`config.mk`:
```
export PLATFORM = sky130hd
export DESIGN_NAME = adc_scan_ctrl
export DESIGN_NICKNAME = d
export VERILOG_FILES = /design/src/rtl/adc_scan_ctrl.sv
export SDC_FILE = /design/constraint.sdc
export NUM_CORES = 1
export LEC_CHECK = 0
export ABC_AREA = 1
export CAP_MARGIN = 20
export CORE_MARGIN = 8
export CORE_UTILIZATION = 55
export CTS_CLUSTER_DIAMETER = 200
export DETAILED_ROUTE_END_ITERATION = 6
export PLACE_DENSITY = 0.75
export SLEW_MARGIN = 10
export SYNTH_ARGS = -nofsm -noshare
export SYNTH_HDL_FRONTEND = slang
export SYNTH_SLANG_ARGS = --single-unit
```
`constraint.sdc`:
```
create_clock -name clk -period 2.65 [get_ports clk]
set_input_delay 0.53 -clock clk [delete_from_list [all_inputs] [get_ports clk]]
set_output_delay 0.53 -clock clk [all_outputs]
set_load 0.005 [all_outputs]
```
`src/rtl/adc_scan_ctrl.sv`:
```
// adc_scan_ctrl: SPI scan controller for ADC088S102/108S102/128S102.
// Round-robins NUM_CH inputs, one CS frame per conversion, and keeps a
// per-channel result (raw or IIR-smoothed) for combinational readback.
`timescale 1ns/1ps
module adc_scan_ctrl #(
  parameter int ADC_BITS     = 8,
  parameter int NUM_CH       = 8,
  parameter int SCK_DIV      = 1,
  parameter int SMOOTH_SHIFT = 0
) (
  input  logic                clk,
  input  logic                reset,
  input  logic                enable,
  output logic                sck,
  output logic                cs_n,
  input  logic                din,
  output logic                dout,
  input  logic [2:0]          addr,
  output logic [ADC_BITS-1:0] q,
  output logic [NUM_CH-1:0]   ch_valid,
  output logic                smp_stb,
  output logic [2:0]          smp_ch,
  output logic [ADC_BITS-1:0] smp_data
);

  localparam int            CW       = $clog2(2 * SCK_DIV) + 1;
  localparam logic [CW-1:0] D_LAST   = CW'(SCK_DIV - 1);
  localparam logic [CW-1:0] GAP_LAST = CW'(2 * SCK_DIV - 1);
  localparam logic [2:0]    CH_LAST  = 3'(NUM_CH - 1);
  localparam logic [4:0]    WIN_LO   = 5'd4;
  localparam logic [4:0]    WIN_HI   = 5'(4 + ADC_BITS);

  typedef enum logic [2:0] {IDLE, SETUP, SHIFT, STORE, GAP} state_t;

  state_t              state, state_n;
  logic [CW-1:0]       cnt, cnt_n;
  logic                phase, phase_n;   // 0 = SCK low half, 1 = SCK high half
  logic [3:0]          bitcnt, bitcnt_n;
  logic                sample, store;

  logic [ADC_BITS-1:0] rx;
  logic [2:0]          cur_ch, nxt_ch;
  logic [15:0]         tx;
  logic [ADC_BITS-1:0] mem [NUM_CH];
  logic [NUM_CH-1:0]   valid;
  logic [ADC_BITS-1:0] y_cur, y_new;
  logic                vld_cur;
  logic                in_window;

  logic signed [ADC_BITS:0] diff, step, sum;

  assign nxt_ch    = (cur_ch >= CH_LAST) ? 3'd0 : cur_ch + 3'd1;
  assign tx        = {2'b00, nxt_ch, 11'd0};
  assign in_window = ({1'b0, bitcnt} >= WIN_LO) && ({1'b0, bitcnt} < WIN_HI);

  assign sck      = !((state == SHIFT) && !phase);
  assign cs_n     = !((state == SETUP) || (state == SHIFT));
  assign dout     = (state == SHIFT) ? tx[4'd15 - bitcnt] : 1'b0;
  assign ch_valid = valid;

  // FSM state and frame timing counters
  always_ff @(posedge clk) begin
    if (reset) begin
      state  <= IDLE;
      cnt    <= '0;
      phase  <= 1'b0;
      bitcnt <= '0;
    end else begin
      state  <= state_n;
      cnt    <= cnt_n;
      phase  <= phase_n;
      bitcnt <= bitcnt_n;
    end
  end

  // Next-state logic; sample marks the clk where SCK rises, store the STORE cycle
  always_comb begin
    state_n  = state;
    cnt_n    = cnt + 1'b1;
    phase_n  = phase;
    bitcnt_n = bitcnt;
    sample   = 1'b0;
    store    = 1'b0;
    case (state)
      IDLE: begin
        cnt_n = '0;
        if (enable) state_n = SETUP;
      end
      SETUP: begin
        if (cnt == D_LAST) begin
          state_n  = SHIFT;
          cnt_n    = '0;
          phase_n  = 1'b0;
          bitcnt_n = '0;
        end
      end
      SHIFT: begin
        if (cnt == D_LAST) begin
          cnt_n = '0;
          if (!phase) begin
            phase_n = 1'b1;
            sample  = 1'b1;
          end else begin
            phase_n = 1'b0;
            if (bitcnt == 4'd15) state_n = STORE;
            else                 bitcnt_n = bitcnt + 4'd1;
          end
        end
      end
      STORE: begin
        store   = 1'b1;
        state_n = GAP;
        cnt_n   = '0;
      end
      GAP: begin
        if (cnt == GAP_LAST) begin
          cnt_n   = '0;
          state_n = enable ? SETUP : IDLE;
        end
      end
      default: begin
        state_n = IDLE;
        cnt_n   = '0;
      end
    endcase
  end

  // Current-channel stored value and valid flag, for the smoothing filter
  always_comb begin
    y_cur   = '0;
    vld_cur = 1'b0;
    for (int unsigned i = 0; i < NUM_CH; i++) begin
      if (cur_ch == i[2:0]) begin
        y_cur   = mem[i];
        vld_cur = valid[i];
      end
    end
  end

  // IIR update; the arithmetic shift floors, so y+step always lies between y and x
  always_comb begin
    diff = $signed({1'b0, rx}) - $signed({1'b0, y_cur});
    step = diff >>> SMOOTH_SHIFT;
    sum  = $signed({1'b0, y_cur}) + step;
    if ((SMOOTH_SHIFT == 0) || !vld_cur) y_new = rx;
    else if (sum[ADC_BITS])              y_new = '0;
    else                                 y_new = sum[ADC_BITS-1:0];
  end

  // Readback port; channels at or beyond NUM_CH read as zero
  always_comb begin
    q = '0;
    for (int unsigned i = 0; i < NUM_CH; i++) begin
      if (addr == i[2:0]) q = mem[i];
    end
  end

  // Receive shift, result store, channel advance and store strobe
  always_ff @(posedge clk) begin
    if (reset) begin
      rx       <= '0;
      cur_ch   <= '0;
      valid    <= '0;
      smp_stb  <= 1'b0;
      smp_ch   <= '0;
      smp_data <= '0;
      for (int unsigned i = 0; i < NUM_CH; i++) mem[i] <= '0;
    end else begin
      smp_stb <= store;
      if (sample && in_window) rx <= {rx[ADC_BITS-2:0], din};
      if (store) begin
        cur_ch   <= nxt_ch;
        smp_ch   <= cur_ch;
        smp_data <= y_new;
        for (int unsigned i = 0; i < NUM_CH; i++) begin
          if (cur_ch == i[2:0]) begin
            mem[i]   <= y_new;
            valid[i] <= 1'b1;
          end
        end
      end
    end
  end

endmodule
```
==> results.cfg <==
[run_status]
outcome = finished, final reports clean

[synth]
ys_ff_latch = 105
synth_flop_cell = edfxtp_1
avgSynthCellArea_sq_um = 9.70
synth_edf_count = 64
netlist-cell-type-count = 32
async_flop_share_pct = 0
seq_area_frac_synth_pct = 59.6
syn_nets = 493
syn_area_sq_um = 4600
syn_inst = 474
yosys_warnings = 0

[grt]
grt_use_met2_pct = 31.5
use_met1_pct = 24.0
antenna_found_initial = 0
grt-ovfl-total = 0
grtUsageMet3_pct = 4.31
grt_use_total_pct = 19.3
grt_pass1_vias = 3489
grt_pass1_wl_microns = 17400
grt_busiest_layer = met2
grt_max_degree = 26

[final_layout]
final_cell_mix = nor2_1, nand2_1, edfxtp_1
final_common_cell = nor2_1
post-route-util_pct = 66.0
multi_input_area_sq_um = 1590
area_growth_syn_to_layout_pct = 17.3
n_fill_cell = 651
drive_above_1_share_pct = 11.9
antenna_cells = 0
fin_nets = 543
seq_area_sq_um = 2750
fin_area_sq_um = 5390

[routing]
drt-initial-drc-count = 253
final_antenna_net_count = 0
drc = 0
wl_per_cell_microns = 16.7
dr_total_vias = 3509
via_per_inst = 5.53
wl_microns = 10600
drtPass1Iterations = 5

[job]
maxCapViolCount = 0

[cts]
cts_tree = yes
clock_latency_ns = 0.38
clockRootBuffer = clkbuf_8
cts_buffer_depth = 2
cts_buffers = 9
clkSlewWorstSetupHoldPaths_ns = 0.10
h-tree-depth = 3
clock_sinks = 105
hold_buffers = 0

[floorplan]
row_count = 33
die_x_microns = 107
core_area_sq_um = 8180
die_h_microns = 107
initial_utilization_pct = 56.3
die-area_sq_um = 11500
num_io_pins = 38

[sta]
slew_viol_final = 0
hold_viol_final = 0
fin_crit_sh_pct = 96.2
hold_ws_ns = 0.458
period_minus_slack_ns = 2.55
grt_setup_unrepaired = no
worstMarginPinSlew_ns = 0.445
max_slew_margin_pct = 70.2
fin_worst_skew_ns = 0.0135
fmax_mhz = 392
setup_viol = 0

[worst_setup_path]
arrival_ns = 2.02
cp.depth = 8
cp_slowest_cell = clkdlybuf4s50_1
reg2reg_depth = 5
critPathRequiredTime_ns = 2.12
worstPathCellList = dlygate4sd2_1 -> inv_4 -> buf_12 -> nand4_1 -> nand4_1 -> nor2_1 -> nand4_1 -> clkdlybuf4s50_1
r2r-start = state[1]
reg2reg_slack_ns = 0.77
end_kind = output port
r2r_end = mem[0][24]
path_common_cell = nand4_1
startpoint = addr[2]
cp.buffers_inverters = 4
worstSetupStartpointType = input pin
path_class = in -> out
crit_fanout = 17
cpPeakStageDelay_ns = 0.52
cp_top_family = buffers and inverters

[place]
dp_hpwl_microns = 7730
detailed_place.area_sq_um = 5190
gp_congestion = 0.949
io_buffers = 37

[worst_hold_path]
hp-start = ch_valid[6]
hold_path_class = reg -> reg
hold_depth = 2
whs_endpoint = ch_valid[6]

[power_and_ir_drop]
vdd_drop_max_mv = 0.377
finalPower_uw = 3650
p_leak_uw = 0.00203
power_density_nw_per_um2 = 676
Yosys cell counts (all sizes together), types with 2 or more instances:
cell type	count	area [sq um]
o21ai	29	153
edfxtp	64	1920
nor3	4	25.0
clkbuf	10	37.5
ha	12	150
nor2	89	370
a21oi	31	155
xor2	2	17.5
buf	6	48.8
nand4	42	263
dfxtp	41	821
inv	48	188
nand3	18	105
nand2	72	303
worst min-delay path: cells and delay by family, from the launching register on:
kind                   cells  cell delay, ns
AOI/OAI and AO/OA          1            0.05
buffers and inverters      1            0.05
DFF                        1            0.32
registers in the layout, indices dropped and copies added, names as in the netlist:
name,count
cur_ch,3
ch_valid,8
cnt,2
smp_ch,3
state,3
phase,1
mem,64
rx,8
bitcnt,4
smp_data,8
smp_stb,1
worst max path at each step:
stage,endpoint
after floorplan,q[0]
after global placement,q[0]
after detailed placement,q[0]
after CTS,q[1]
after global routing,q[4]
final,q[2]
logic make-up (layout without fill, tap and decap cells):
kind of cell               after synthesis  count (layout)  synth area share, %
DFF                                    105             105                 59.6
AOI/OAI and AO/OA                       63              63                 7.21
adders and majority gates               12              12                 3.26
xor gates and xnor gates                 2               2                0.381
and+or+nand+nor                        227             227                 23.5
buffers and inverters                   65             120                 6.04
final cells by class:
class                      instances  area share [%]
clock inverter                     7            1.46
sequential                       105            50.9
timing repair buffer              55            9.90
clock buffer                       9            2.30
inverter                          49            3.60
tap                              105            2.44
multi-input combinational        304            29.4
per-stage QoR:
| stage | setup WS (ns) | TNS [ns] | instances |
|---|---|---|---|
| after floorplan | 0.724 | 0 | 474 |
| after global placement | -0.199 | -1.37 | 618 |
| after detailed placement | -0.234 | -1.63 | 618 |
| after CTS | 0.0691 | 0 | 634 |
| after global routing | 0.0145 | 0 | 634 |
| final | 0.101 | 0 | 634 |
power by group:
group | total (uW) | switching [uW] | internal (uW)
logic | 715 | 421 | 294
clock network | 1000 | 620 | 381
registers | 1930 | 78.6 | 1850
total | 3650 | 1120 | 2530
per-layer routing:
metal | up-vias | share of wire [%]
met3 | 20 | 6.3
met4 | 0 | 2.2
met1 | 1645 | 43
met5 | - | 0
li1 | 1724 | -
met2 | 120 | 48
repair_timing:
item	4_1_cts	5_1_grt
gates resized for setup	6	8
setup buffers	0	0
endpoints found under the setup margin	9	9
cloned	0	0
Power figures use the tool's default switching activity.
